### src/rtl/pwm_ramp_ctrl_pkg.sv
// Shared definitions for the slew-limited PWM ramp controller: register map,
// STATUS bit positions and the channel-walk FSM states.
package pwm_ramp_ctrl_pkg;

  localparam logic [4:0] ADR_CTRL     = 5'h00;
  localparam logic [4:0] ADR_STATUS   = 5'h02;
  localparam logic [4:0] ADR_FS_WIDTH = 5'h04;
  localparam logic [4:0] ADR_TGT_BASE = 5'h10;

  localparam logic [6:0] PWM_WIDTH_BASE = 7'h10;

  localparam int ST_ARMED    = 0;
  localparam int ST_FAILSAFE = 1;
  localparam int ST_BUSY     = 2;
  localparam int ST_OVERRUN  = 3;

  typedef enum logic [1:0] {
    S_IDLE,
    S_STEP,
    S_WRITE
  } ramp_state_e;

endpackage

### src/rtl/pwm_tick_gen.sv
// Free-running divider producing a one-cycle tick every TICK_DIV clocks.
module pwm_tick_gen #(
  parameter int TICK_DIV = 1000
) (
  input  logic wb_clk_i,
  input  logic wb_rst_i,
  output logic tick
);

  localparam int CW = $clog2(TICK_DIV);

  logic [CW-1:0] cnt_q;

  assign tick = (cnt_q == CW'(TICK_DIV - 1));

  // NOTE: state registers use non-blocking (<=) so every flop samples pre-edge values.
  always_ff @(posedge wb_clk_i or posedge wb_rst_i) begin
    if (wb_rst_i)  cnt_q <= '0;
    else if (tick) cnt_q <= '0;
    else           cnt_q <= cnt_q + CW'(1);
  end

endmodule

### src/rtl/pwm_ramp_ctrl.sv
// Host-programmed, slew-limited, watchdog-protected width writer: each tick it
// walks all channels and writes the next width to the PWM block over Wishbone.
module pwm_ramp_ctrl
  import pwm_ramp_ctrl_pkg::*;
#(
  parameter int NCH        = 4,
  parameter int SLEW       = 16,
  parameter int TICK_DIV   = 1000,
  parameter int WDOG_TICKS = 100
) (
  input  logic        wb_clk_i,
  input  logic        wb_rst_i,
  input  logic        wb_cyc_i,
  input  logic        wb_stb_i,
  input  logic        wb_we_i,
  input  logic [6:0]  wb_adr_i,
  input  logic [15:0] wb_dat_i,
  output logic [15:0] wb_dat_o,
  output logic        wb_ack_o,
  output logic        m_cyc_o,
  output logic        m_stb_o,
  output logic        m_we_o,
  output logic [6:0]  m_adr_o,
  output logic [15:0] m_dat_o,
  input  logic        m_ack_i
);

  localparam int CHW = (NCH > 1) ? $clog2(NCH) : 1;
  localparam int WW  = $clog2(WDOG_TICKS + 1);
  localparam logic [15:0] SLEW_W = 16'(SLEW);

  logic tick;

  pwm_tick_gen #(.TICK_DIV(TICK_DIV)) u_tick_gen (
    .wb_clk_i(wb_clk_i),
    .wb_rst_i(wb_rst_i),
    .tick    (tick)
  );

  logic [4:0]     adr;
  logic           unused_adr;
  logic           host_req, host_wr, host_rd;
  logic           tgt_hit;
  logic [CHW-1:0] tgt_idx;
  logic           tgt_wr, ctrl_wr, fs_wr, fs_clr, status_rd;

  assign adr        = wb_adr_i[4:0];
  assign unused_adr = ^wb_adr_i[6:5];
  assign host_req   = wb_cyc_i & wb_stb_i & ~wb_ack_o;
  assign host_wr    = host_req & wb_we_i;
  assign host_rd    = host_req & ~wb_we_i;
  assign tgt_hit    = adr[4] && !adr[0] && (int'(adr[3:1]) < NCH);
  assign tgt_idx    = CHW'(adr[3:1]);
  assign tgt_wr     = host_wr && tgt_hit;
  assign ctrl_wr    = host_wr && (adr == ADR_CTRL);
  assign fs_wr      = host_wr && (adr == ADR_FS_WIDTH);
  assign fs_clr     = ctrl_wr && wb_dat_i[1];
  assign status_rd  = host_rd && (adr == ADR_STATUS);

  logic           armed_q, failsafe_q, overrun_q, tick_pend_q;
  logic [15:0]    fs_width_q;
  logic [15:0]    tgt_q [NCH];
  logic [15:0]    cur_q [NCH];
  logic [WW-1:0]  wd_q;
  ramp_state_e    state_q, state_d;
  logic [CHW-1:0] ch_q, ch_d;
  logic           do_step;
  logic [15:0]    rd_data;

  always_comb begin
    rd_data = '0;
    if (adr == ADR_CTRL) begin
      rd_data[0] = armed_q;
    end else if (adr == ADR_STATUS) begin
      rd_data[ST_ARMED]    = armed_q;
      rd_data[ST_FAILSAFE] = failsafe_q;
      rd_data[ST_BUSY]     = (state_q != S_IDLE);
      rd_data[ST_OVERRUN]  = overrun_q;
    end else if (adr == ADR_FS_WIDTH) begin
      rd_data = fs_width_q;
    end else if (tgt_hit) begin
      rd_data = tgt_q[tgt_idx];
    end
  end

  // NOTE: the target array is small and must read back 0 after reset, so it is reset like any flop.
  always_ff @(posedge wb_clk_i or posedge wb_rst_i) begin
    if (wb_rst_i) begin
      wb_ack_o   <= 1'b0;
      wb_dat_o   <= '0;
      armed_q    <= 1'b0;
      fs_width_q <= '0;
      for (int i = 0; i < NCH; i++) tgt_q[i] <= '0;
    end else begin
      wb_ack_o <= host_req;
      if (host_rd) wb_dat_o <= rd_data;
      if (ctrl_wr) armed_q <= wb_dat_i[0];
      if (fs_wr)   fs_width_q <= wb_dat_i;
      if (tgt_wr)  tgt_q[tgt_idx] <= wb_dat_i;
    end
  end

  // Watchdog only ages while armed and healthy; failsafe stays until the host clears it.
  always_ff @(posedge wb_clk_i or posedge wb_rst_i) begin
    if (wb_rst_i) begin
      wd_q       <= '0;
      failsafe_q <= 1'b0;
    end else if (fs_clr) begin
      wd_q       <= '0;
      failsafe_q <= 1'b0;
    end else if (!armed_q || tgt_wr) begin
      wd_q <= '0;
    end else if (tick && !failsafe_q) begin
      if (wd_q == WW'(WDOG_TICKS - 1)) begin
        failsafe_q <= 1'b1;
        wd_q       <= '0;
      end else begin
        wd_q <= wd_q + WW'(1);
      end
    end
  end

  always_ff @(posedge wb_clk_i or posedge wb_rst_i) begin
    if (wb_rst_i) begin
      tick_pend_q <= 1'b0;
      overrun_q   <= 1'b0;
    end else begin
      if (state_q == S_IDLE) tick_pend_q <= tick_pend_q && tick;
      else if (tick)         tick_pend_q <= 1'b1;
      if (tick && (state_q != S_IDLE) && tick_pend_q) overrun_q <= 1'b1;
      else if (status_rd)                             overrun_q <= 1'b0;
    end
  end

  always_ff @(posedge wb_clk_i or posedge wb_rst_i) begin
    if (wb_rst_i) begin
      state_q <= S_IDLE;
      ch_q    <= '0;
    end else begin
      state_q <= state_d;
      ch_q    <= ch_d;
    end
  end

  // NOTE: every output of a combinational block gets a default first, so no latch can form.
  always_comb begin
    state_d = state_q;
    ch_d    = ch_q;
    do_step = 1'b0;
    case (state_q)
      S_IDLE: if (tick || tick_pend_q) begin
        state_d = S_STEP;
        ch_d    = '0;
      end
      S_STEP: begin
        do_step = 1'b1;
        state_d = S_WRITE;
      end
      S_WRITE: if (m_ack_i) begin
        if (ch_q == CHW'(NCH - 1)) begin
          state_d = S_IDLE;
        end else begin
          ch_d    = ch_q + CHW'(1);
          state_d = S_STEP;
        end
      end
      default: state_d = S_IDLE;
    endcase
  end

  logic [15:0] cur_sel, eff_tgt, next_cur;

  always_comb begin
    cur_sel  = cur_q[ch_q];
    eff_tgt  = !armed_q ? 16'h0 : (failsafe_q ? fs_width_q : tgt_q[ch_q]);
    next_cur = eff_tgt;
    if (armed_q && !failsafe_q) begin
      if (eff_tgt > cur_sel && (eff_tgt - cur_sel) > SLEW_W)
        next_cur = cur_sel + SLEW_W;
      else if (cur_sel > eff_tgt && (cur_sel - eff_tgt) > SLEW_W)
        next_cur = cur_sel - SLEW_W;
    end
  end

  always_ff @(posedge wb_clk_i or posedge wb_rst_i) begin
    if (wb_rst_i) begin
      for (int i = 0; i < NCH; i++) cur_q[i] <= '0;
    end else if (do_step) begin
      cur_q[ch_q] <= next_cur;
    end
  end

  // Master strobes decode straight from the state flop so reset drops them at once.
  logic in_write;
  assign in_write = (state_q == S_WRITE);
  assign m_cyc_o  = in_write;
  assign m_stb_o  = in_write;
  assign m_we_o   = in_write;
  assign m_adr_o  = in_write ? (PWM_WIDTH_BASE + 7'({ch_q, 1'b0})) : '0;
  assign m_dat_o  = in_write ? cur_q[ch_q] : '0;

endmodule

### config.mk
export PLATFORM = sky130hd
export DESIGN_NAME = pwm_ramp_ctrl
export DESIGN_NICKNAME = d
export VERILOG_FILES = /design/src/rtl/pwm_ramp_ctrl_pkg.sv /design/src/rtl/pwm_tick_gen.sv /design/src/rtl/pwm_ramp_ctrl.sv
export SDC_FILE = /design/constraint.sdc
export NUM_CORES = 1
export LEC_CHECK = 0
export BUFFER_PORTS_ARGS = -buffer_cell sky130_fd_sc_hd__buf_2
export CORE_ASPECT_RATIO = 2
export CORE_MARGIN = 2
export CORE_UTILIZATION = 45
export CTS_CLUSTER_DIAMETER = 60
export DETAILED_ROUTE_END_ITERATION = 7
export PLACE_DENSITY = 0.71
export REMOVE_ABC_BUFFERS = 1
export SYNTH_ARGS = -nofsm -noshare
export SYNTH_HDL_FRONTEND = slang
export SYNTH_SLANG_ARGS = --single-unit
### constraint.sdc
create_clock -name wb_clk_i -period 8.9 [get_ports wb_clk_i]
set_input_delay 0.445 -clock wb_clk_i [delete_from_list [all_inputs] [get_ports wb_clk_i]]
set_output_delay 0.445 -clock wb_clk_i [all_outputs]
set_load 0.1 [all_outputs]
==> flow_results.org <==
** Global routing
- The first global-routing pass estimated 49.0 mm of wire.
- Global routing finished with a remaining overflow of 0.
- The number of antenna violations at the first check in global routing was 1.
- Via count of the first global-routing pass :: 8968
- Pin count of the biggest net entering global routing :: 93
- Global routing consumed, over all layers together, 23.1% of the routing resources.

** Route
- Number of vias after detailed routing :: 9015
- The first routing iteration left 699 violations.
- Via/cell ratio :: 5.97
- Post-detailed-routing wire length :: 30.9 mm
- Total iterations of the first detailed-routing run :: 5
- The count of nets left with antenna violations once routing finished came out at 0.
- After detailed routing, the average wire length per cell comes to 20.5 microns.
- Remaining routing DRC violations :: 0

** Yosys
- Each instance of the synthesized netlist takes up on average 10.2 sq um.
- The share of the Yosys chip area taken by registers is 40.2%.
- Warnings from Yosys :: 0
- Of the post-synthesis cell area, the dominant cell type holds 40.2%.
- Post-synthesis async set-or-reset flop share :: 100%
- Cell type with the highest aggregate area in the netlist :: dfrtp_1
- Yosys mapped the design onto 71 distinct sky130hd cell types.
- Yosys attributes the largest share of cell area to dfrtp_1 (40%), mux4_2 (9.3%), mux2_2 (8.2%), nand2_1 (4.8%), ha_1 (4.3%).
- Number of synthesized register bits :: 186
- Top_reg_cell synth :: dfrtp_1
- Post-Syn Instances :: 1134
- Post-synth EDFFs :: 0
- Mapped Area :: 0.0116 sq mm

** Worst setup path
- Critical path class :: reg -> reg
- In this run the critical register-to-register path is launched from ch_q[1].
- Required arrival time at the worst endpoint :: 9240 ps
- Counting cells, the worst reg-to-reg path comes to 14.
- Sort of element at the end of the critical path :: flip-flop
- Type of element launching the critical path :: flip-flop
- At the worst endpoint, the arrival time is 6460 ps.
- The endpoint identified for the worst register-to-register timing path is cur_q[53].
- Crit-path max FO :: 17
- Reg-to-reg slack, setup :: 2790 ps

** Cells and area
- The area growth from synthesis to layout is 9.78%.
- In the final layout, the share of cells above drive strength 1 is 22.8%.
- The repair_antennas step left the layout with diodes totalling 0.
- The final layout contains 1226 nets.
- The layout has 2308 filler cells.

** Clocking
- Clock sink count :: 186
- Clock tree synthesis selected as its root buffer the cell clkbuf_16.
- Clock latency of the later-clocked register in the worst-skew pair :: 450 ps
- The clock passes through at most 2 buffers.
- After clock tree synthesis, the flow added hold-fix buffers numbering 0.
- CTS tree :: done
- In this run the post-CTS setup repair buffer count came out at 0.
- Num CTS Buffers :: 17
- Worst-path clk slew :: 70 ps
- The H-tree generated during clock tree synthesis spans 4 levels.
- In this run, post-CTS repair resized a total of 0 instances.

** STA
- Post-Route Skew :: 9.96 ps
- Derived from the worst setup path, the maximum achievable clock frequency is 164 MHz.
- Final worst-path cycle share :: 68.7%
- Measured against its own limit, the worst slew margin works out to 19.0%.
- Adding up every negative setup slack in the final design gives 0 ps.
- The max-slew violation count came to 0.
- Unrepaired setup endpoints after global routing :: no
- Tightest Pin Transition :: 1210 ps
- Min Tclk post-route :: 6110 ps
- Fin. Hold Viols :: 0
- Setup violations remaining at the end of the flow were counted as 0.

** Place
- Buffers added on ports :: 65
- After legalization and detailed placement, the total HPWL measured 21.7 mm.
- Weighted congestion reported at the end of routability-driven placement :: 0.918

** Floorplanning
- Die W :: 117 microns
- In this run the core area contains 83 standard-cell rows.
- Initial Utilization :: 45.5%
- Die area :: 0.0271 sq mm
- Die height :: 231 microns
- Pin placement for this block handled 72 I/O pins.
- Core Footprint :: 0.0254 sq mm

** Run status
- Run status :: completed

** Hold path
- Worst Hold Class :: in -> async

** Power and ir drop
- Peak ir drop on the vdd network :: 208 uV
- Power comes to 2.34 mW.
- Summed over all cells, the static leakage comes to 5.78 nW.
- Power spread over the standard cell area amounts to 184 mW/mm^2.

** Flow run
- Number of max-cap violations :: 0
[metrics by stage]
step / instances / setup WS, ps / instance area (sq um) / util (%) / hold slack, ps
2_1_floorplan: 1061 / 1180 / 11200 / - / 443
3_3_place_gp: 1477 / 3010 / 12100 / 47.5 / 455
3_5_place_dp: 1477 / 2940 / 12100 / 47.5 / 464
4_1_cts: 1509 / 2830 / 12700 / 49.9 / 194
5_1_grt: 1509 / 2260 / 12700 / 49.9 / 251
6_report: 1509 / 2790 / 12700 / 49.9 / 148
[cells by family (layout without fill, tap and decap cells)]
group / count (synthesis) / after routing / synth area share [%]
AND/OR/NAND/NOR: 354 / 354 / 14.5
buffers and inverters: 120 / 152 / 4.46
flip-flops: 186 / 186 / 40.2
XOR/XNOR: 42 / 42 / 3.18
AO/OA/AOI/OAI: 242 / 242 / 14.2
adder cells (fa/ha/maj): 42 / 42 / 4.58
other: 1 / 4 / 0.0324
multiplexers: 147 / 147 / 18.8
[per-layer routing]
| metal | global-route usage, % | vias up | share of wire (%) |
|---|---|---|---|
| met4 | 9.45 | 2 | 3.4 |
| met1 | 29.1 | 4526 | 41 |
| met2 | 39.6 | 301 | 50 |
| li1 | - | 4130 | - |
| met3 | 3.53 | 56 | 5.3 |
| met5 | 0 | - | 0.048 |
[worst max-delay path by stage]
stage / start / to
after CTS: ch_q[0] / cur_q[53]
after floorplan: state_q[0] / m_dat_o[15]
after global placement: ch_q[0] / cur_q[53]
after detailed placement: ch_q[0] / cur_q[53]
final: ch_q[1] / cur_q[53]
after global routing: ch_q[0] / cur_q[53]
[cell usage in the layout (no fill, tap or decap), drive strengths merged, types with 25 or more instances in the layout]
master  Yosys  routed
o21ai      73      73
ha         40      40
nor2       72      72
buf        31      76
dfrtp     186     186
a21oi      50      50
mux4       48      48
inv        43      49
nand2     148     148
xnor2      30      30
and2       25      25
mux2       84      84
[power by group]
part | internal, mW | total [mW] | switching, mW | leakage, nW
clock network | 0.450 | 0.795 | 0.344 | 0.299
registers | 0.888 | 0.966 | 0.0776 | 2.53
logic | 0.218 | 0.581 | 0.363 | 2.95
[cells in the mapped netlist (4+ instances only)]
library cell	count
a211oi_1	7
a21boi_0	7
a21o_1	17
a21oi_1	40
a21oi_2	10
a221oi_1	16
a22o_1	4
a31oi_1	4
a32o_1	9
and2_1	25
and3_1	13
buf_1	6
buf_2	14
buf_4	9
clkbuf_1	45
dfrtp_1	186
ha_1	40
inv_1	42
mux2_2	84
mux2i_1	15
mux4_2	48
nand2_1	148
nand2b_1	11
nand3_1	20
nand3b_1	5
nand4_1	9
nor2_1	71
nor2b_1	9
nor3_1	10
nor3b_1	4
nor4_1	8
o21a_1	5
o21ai_0	24
o21ai_1	48
o21bai_1	4
o31ai_1	22
or2_2	4
or3_1	5
xnor2_1	30
xor2_1	12
[critical path: stages, from the launching register on]
cell and delay [ps]:
dfrtp_1 960, mux4_2 360, nand2_1 50, a21boi_0 850, ha_1 430, nor2b_1 170
o21ai_2 170, nand4b_1 240, a2111oi_0 450, nor4_1 130, nor4_1 440, a21oi_2 290
nor2b_1 850, a21boi_1 350, o21ai_1 250
[flip-flops by register name, summed over array words and instances, names as in the netlist, 2 cells and up]
name              flops
ch_q                  2
cur_q                64
fs_width_q           16
state_q               2
tgt_q                64
u_tick_gen.cnt_q     10
wb_dat_o             16
wd_q                  7
[area by class of cell]
type / count / area (sq um) / share of cell area, %
Tap cell: 340 / 425 / 3.35
Clock inverter: 13 / 181 / 1.43
Clock buffer: 19 / 433 / 3.41
Sequential cell: 186 / 4660 / 36.6
Timing Repair Buffer: 76 / 408 / 3.21
Inverter: 44 / 170 / 1.34
Multi-Input combinational cell: 831 / 6430 / 50.6
Note: power is estimated with default switching activity, not from simulation.
